File: config.mk
export PLATFORM = sky130hd
export DESIGN_NAME = cnn_job_launcher
export DESIGN_NICKNAME = d
export VERILOG_FILES = /design/src/rtl/cnn_job_launcher.sv
export SDC_FILE = /design/constraint.sdc
export NUM_CORES = 1
export LEC_CHECK = 0
export CAP_MARGIN = 20
export CORE_ASPECT_RATIO = 1.5
export CORE_MARGIN = 2
export CORE_UTILIZATION = 53
export CTS_CLUSTER_DIAMETER = 200
export DETAILED_ROUTE_END_ITERATION = 10
export PLACE_DENSITY = 0.83
export SLEW_MARGIN = 20
export SYNTH_ARGS = -nofsm -noshare
export SYNTH_HDL_FRONTEND = slang
export SYNTH_SLANG_ARGS = --single-unit
File: constraint.sdc
create_clock -name clk -period 4.7 [get_ports clk]
set_clock_uncertainty 0.1 [all_clocks]
set_input_delay 1.41 -clock clk [delete_from_list [all_inputs] [get_ports clk]]
set_output_delay 1.41 -clock clk [all_outputs]
set_load 0.05 [all_outputs]
File: src/rtl/cnn_job_launcher.sv
// cnn_job_launcher: initiator side of the CNN engine start/busy/done handshake.
// Accepts a layer-count job command and launches the engine once per layer,
// waiting for busy acknowledgement and the done pulse between launches.
// Optional per-phase watchdog: define CNN_LAUNCH_TIMEOUT_EN.
module cnn_job_launcher #(
    parameter int LAYER_W        = 8,
    parameter int TIMEOUT_CYCLES = 1024
) (
    input  logic               clk,
    input  logic               reset,
    input  logic               cmd_valid,
    output logic               cmd_ready,
    input  logic [LAYER_W-1:0] cmd_layers,
    input  logic               abort,
    output logic               eng_start,
    input  logic               eng_busy,
    input  logic               eng_done,
    output logic [LAYER_W-1:0] layer_idx,
    output logic               seq_busy,
    output logic               seq_done,
    output logic [1:0]         seq_err
);

    typedef enum logic [2:0] {
        S_IDLE  = 3'd0,
        S_START = 3'd1,
        S_ACK   = 3'd2,
        S_RUN   = 3'd3,
        S_DONE  = 3'd4
    } state_t;

    localparam logic [LAYER_W-1:0] LAYER_ONE = LAYER_W'(1);
    localparam logic [1:0] ERR_NONE    = 2'b00;
    localparam logic [1:0] ERR_ABORT   = 2'b01;
    localparam logic [1:0] ERR_TIMEOUT = 2'b10;

    // Reject watchdog limits that cannot form a meaningful wait window.
    if (TIMEOUT_CYCLES < 2) begin : g_bad_timeout
        $error("cnn_job_launcher: TIMEOUT_CYCLES must be at least 2");
    end

    state_t             state_q, state_d;
    logic [LAYER_W-1:0] layer_idx_q, layer_idx_d;
    logic [LAYER_W-1:0] layers_q, layers_d;
    logic [1:0]         seq_err_q, seq_err_d;
    logic               cmd_ready_q, cmd_ready_d;
    logic               eng_start_q, eng_start_d;
    logic               seq_busy_q, seq_busy_d;
    logic               seq_done_q, seq_done_d;
    logic               last_layer_s;
    logic               timeout_s;

`ifdef CNN_LAUNCH_TIMEOUT_EN
    localparam int CNT_W = $clog2(TIMEOUT_CYCLES);
    localparam logic [CNT_W-1:0] CNT_LIMIT = CNT_W'(TIMEOUT_CYCLES - 1);

    logic [CNT_W-1:0] wait_cnt_q, wait_cnt_d;

    // Wait counter restarts on every entry into a wait state and counts while staying there.
    always_comb begin
        wait_cnt_d = '0;
        if (((state_q == S_ACK) || (state_q == S_RUN)) && (state_d == state_q)) begin
            wait_cnt_d = wait_cnt_q + CNT_W'(1);
        end else begin
            wait_cnt_d = '0;
        end
    end

    // Wait counter register.
    always_ff @(posedge clk) begin
        if (reset) begin
            wait_cnt_q <= '0;
        end else begin
            wait_cnt_q <= wait_cnt_d;
        end
    end

    assign timeout_s = (wait_cnt_q == CNT_LIMIT);
`else
    assign timeout_s = 1'b0;
`endif

    assign last_layer_s = (layer_idx_q == (layers_q - LAYER_ONE));

    // Next-state logic: abort beats engine events, which beat the watchdog.
    always_comb begin
        state_d     = state_q;
        layer_idx_d = layer_idx_q;
        layers_d    = layers_q;
        seq_err_d   = seq_err_q;
        case (state_q)
            S_IDLE: begin
                if (cmd_valid && cmd_ready_q) begin
                    layers_d    = cmd_layers;
                    layer_idx_d = '0;
                    seq_err_d   = ERR_NONE;
                    if (cmd_layers == '0) begin
                        state_d = S_DONE;
                    end else begin
                        state_d = S_START;
                    end
                end else begin
                    state_d = S_IDLE;
                end
            end
            S_START: begin
                if (abort) begin
                    seq_err_d = ERR_ABORT;
                    state_d   = S_DONE;
                end else begin
                    state_d = S_ACK;
                end
            end
            S_ACK, S_RUN: begin
                if (abort) begin
                    seq_err_d = ERR_ABORT;
                    state_d   = S_DONE;
                end else if (eng_done) begin
                    // A done seen in S_ACK is a fast engine that skipped visible busy.
                    if (last_layer_s) begin
                        state_d = S_DONE;
                    end else begin
                        layer_idx_d = layer_idx_q + LAYER_ONE;
                        state_d     = S_START;
                    end
                end else if (eng_busy && (state_q == S_ACK)) begin
                    state_d = S_RUN;
                end else if (timeout_s) begin
                    seq_err_d = ERR_TIMEOUT;
                    state_d   = S_DONE;
                end else begin
                    state_d = state_q;
                end
            end
            S_DONE: begin
                state_d = S_IDLE;
            end
            default: begin
                state_d = S_IDLE;
            end
        endcase
    end

    // Output decodes are taken from the next state so every port comes straight off a flop.
    always_comb begin
        cmd_ready_d = (state_d == S_IDLE);
        eng_start_d = (state_d == S_START);
        seq_busy_d  = (state_d == S_START) || (state_d == S_ACK) || (state_d == S_RUN);
        seq_done_d  = (state_d == S_DONE);
    end

    // State, job context and registered status outputs.
    always_ff @(posedge clk) begin
        if (reset) begin
            state_q     <= S_IDLE;
            layer_idx_q <= '0;
            layers_q    <= '0;
            seq_err_q   <= ERR_NONE;
            cmd_ready_q <= 1'b0;
            eng_start_q <= 1'b0;
            seq_busy_q  <= 1'b0;
            seq_done_q  <= 1'b0;
        end else begin
            state_q     <= state_d;
            layer_idx_q <= layer_idx_d;
            layers_q    <= layers_d;
            seq_err_q   <= seq_err_d;
            cmd_ready_q <= cmd_ready_d;
            eng_start_q <= eng_start_d;
            seq_busy_q  <= seq_busy_d;
            seq_done_q  <= seq_done_d;
        end
    end

    assign cmd_ready = cmd_ready_q;
    assign eng_start = eng_start_q;
    assign seq_busy  = seq_busy_q;
    assign seq_done  = seq_done_q;
    assign layer_idx = layer_idx_q;
    assign seq_err   = seq_err_q;

endmodule

==> flow_summary_export.csv <==
group,metric,value,unit
drt,dr.pass1.iters,4,
cts,clock-sinks,24,
cts,cts_buffers,3,
global_route,antenna_found_initial,0,
sta,setup_viol,0,
drt,wl_per_cell,13.87,µm
critical_path,cp_max_fo,9,
synthesis,async_flop_share,0,
placement,port_buffers,26,
synthesis,netlist_area,1270,µm²
pwr,peakVddDrop,0.0002205,V
global_route,gr-total-overflow,0,
cts,insertion_delay,0.31,ns
critical_path,cpPeakStageDelay,0.87,ns
sta,setup_tns,0,ns
placement,hpwl,2123,µm
synthesis,yosysSeqAreaShare,0.3783,
cts,post_cts_buffers,0,
synthesis,synth_flop_cell,"dfxtp_1",
drt,vias_per_cell,5.830,
sta,hold_viol,0,
drt,drt-initial-drc-count,51,
critical_path,cp_data_required_time,3.19,ns
run_status,status,"complete, no violations",
critical_path,worst_r2r_path_depth,9,
synthesis,ys_warn_count,0,
critical_path,crit_path_cell_trace,"clkdlybuf4s50_1",
layout,layout.nets,194,
synthesis,ys_seq_elements,24,
sta,tightest_slew,0.6395,ns
sta,timing.fmax,0.3115,GHz
critical_path,start_kind,"flop",
synthesis,avgSynthCellArea,8.466,µm²
global_route,grt_usage,0.2231,
floorplanning,fp.coreArea,2260,µm²
critical_path,critical-path-top-delay-family,"buffers and inverters",
layout,drive_gt1_frac,0.04520,
cts,cts_tree,"yes",
floorplanning,start_util,0.5620,
layout,n_antenna_cell,0,
floorplanning,die-area,2812,µm²
drt,final_antenna_net_count,0,
synthesis,synthCells,150,
layout,fillers,178,
sta,timing.hold.ws,0.3938,ns
layout,final_common_cell,"clkdlybuf4s50_1",
global_route,grt_pass1_vias,1175,
layout,most-common-layout-cells,"clkdlybuf4s50_1 (26), dfxtp_1 (24), nor2_1 (23)",
critical_path,path_buf_inv,1,
run,drv_cap,0,
worst_hold_path,min_delay_path_depth,2,
floorplanning,die_y,63.95,µm
cts,cts.path.max_buffers,2,
placement,place_area,1548,µm²
floorplanning,num_rows,21,
sta,post-route-min-period,3.210,ns
critical_path,crit_slowest_cell,"clkdlybuf4s50_1",
pwr,power_density,255.4,nW/µm²
layout,final_area,1584,µm²
critical_path,crit_type,"reg2out",
floorplanning,fp.dieW,43.97,µm
drt,wl,2773,µm
sta,rsz0062_at_grt,"no",
cts,cts.repair.resized,0,
critical_path,crit_cells,1,
drt,drc,0,
sta,fin_crit_sh,0.6830,
floorplanning,ios,28,
cts,cts_hold_buf,0,
critical_path,worstPathArrival,1.70,ns
layout,syn_to_final_growth,24.73,%
cts,cts_root_buffer,"clkbuf_4",
placement,globalplace.congestion,0.8037,
synthesis,yosysUniqueCellTypes,37,
pwr,total_power,404.6,µW
pwr,p_leak,0.5839,nW
global_route,grt_max_degree,19,
drt,num_vias,1166,
sta,drv_slew,0,
synthesis,synth-edff-count,0,
cts,cts_htree_levels,1,
global_route,grt_pass1_wl,4905,µm
worst_hold_path,hp-class,"reg2reg",
critical_path,cp-end-kind,"output pin",
synthesis,synth_nets,166,
sta,relSlewSlack,0.5723,
cts,clk_pin_slew,0.13,ns
## worst reg2reg max path: stages (launching register included)
cell	delay, ns
dfxtp_1	0.45
inv_1	0.07
ha_1	0.30
xor2_1	0.13
o211ai_1	0.10
nor3_1	0.32
o2111ai_4	0.23
o21a_1	0.23
a21oi_1	0.25
nor3b_1	0.21
## cells in the mapped netlist, types with 2 or more instances
cell      number  area [µm²]
mux2i_1       10       100.1
a21oi_1       10       50.05
nor2b_1        4       25.02
o21ai_0        5       25.02
nor3_1         8       40.04
or3_1          3       18.77
nand2_1        3       11.26
nor2_1        23       86.33
nand2b_1       3       18.77
xnor2_1        7       61.31
nor3b_1        2       15.01
clkbuf_1       2       7.510
o21ai_1        2       10.01
and3_1         2       12.51
nor4_1         2       12.51
or4_1          2       15.01
o21a_1         3       22.52
nand3_1        7       35.03
xor2_1         3       26.28
dfxtp_1       24       480.5
and2_1         3       18.77
inv_1          6       22.52
ha_1           2       25.02
## final cells by class
type / instances / area, µm² / area share
inverters: 6 / 22.52 / 0.01422
multi-input cells: 116 / 748.2 / 0.4724
repair buffers: 27 / 267.8 / 0.1690
well taps: 23 / 28.78 / 0.01817
clock buffers: 4 / 36.28 / 0.02291
flip-flops and latches: 24 / 480.5 / 0.3033
## stage by stage
step / setup slack, ns / std cells / util
5_1_grt: 1.437 / 200 / 0.7010
3_3_place_gp: 1.524 / 196 / 0.6849
3_5_place_dp: 1.472 / 196 / 0.6849
6_report: 1.490 / 200 / 0.7010
4_1_cts: 1.495 / 200 / 0.7010
2_1_floorplan: 2.002 / 150 / -
## cell families (layout without fill, tap and decap cells)
family,count (synthesis),count (layout),synth area share
mux,10,10,0.07882
buf+inv,10,37,0.03251
fa+ha+maj,2,2,0.01970
flops,24,24,0.3783
other cells,1,1,0.002953
simple gates,66,66,0.2690
xor+xnor,10,10,0.06897
compound gates,27,27,0.1498
## state kept, by name, summed over array words and instances (netlist names)
name	flops
cmd_ready	1
seq_err	1
eng_start	1
layer_idx	8
state_q	3
layers_q	8
seq_done	1
seq_busy	1
## where the power goes
| part | internal, mW | switching, mW | total [mW] |
|---|---|---|---|
| clock | 0.0473 | 0.0596 | 0.107 |
| combinational | 0.0359 | 0.0439 | 0.0798 |
| sequential | 0.211 | 0.00728 | 0.218 |
| total | 0.294 | 0.111 | 0.405 |
## worst paths after layout
check | start | endpoint | slack, ns
max | layer_idx[2]$_SDFFE_PP0P_ | layer_idx[2] | 1.49
max reg2reg | layers_q[0]$_SDFFE_PP0P_ | cmd_ready$_SDFF_PP0_ | 2.23
min | seq_err[0]$_SDFFE_PP0P_ | seq_err[0]$_SDFFE_PP0P_ | 0.39
min reg2reg | seq_err[0]$_SDFFE_PP0P_ | seq_err[0]$_SDFFE_PP0P_ | 0.39
## per-layer routing
metal,GRT usage,vias to the layer above,share of wire
met5,0,-,0
met4,0.07197,0,0.0072
met3,0.03672,2,0.052
met2,0.3989,43,0.53
met1,0.2588,537,0.42
li1,-,584,-
No activity file was read; power rests on OpenSTA's default activity.
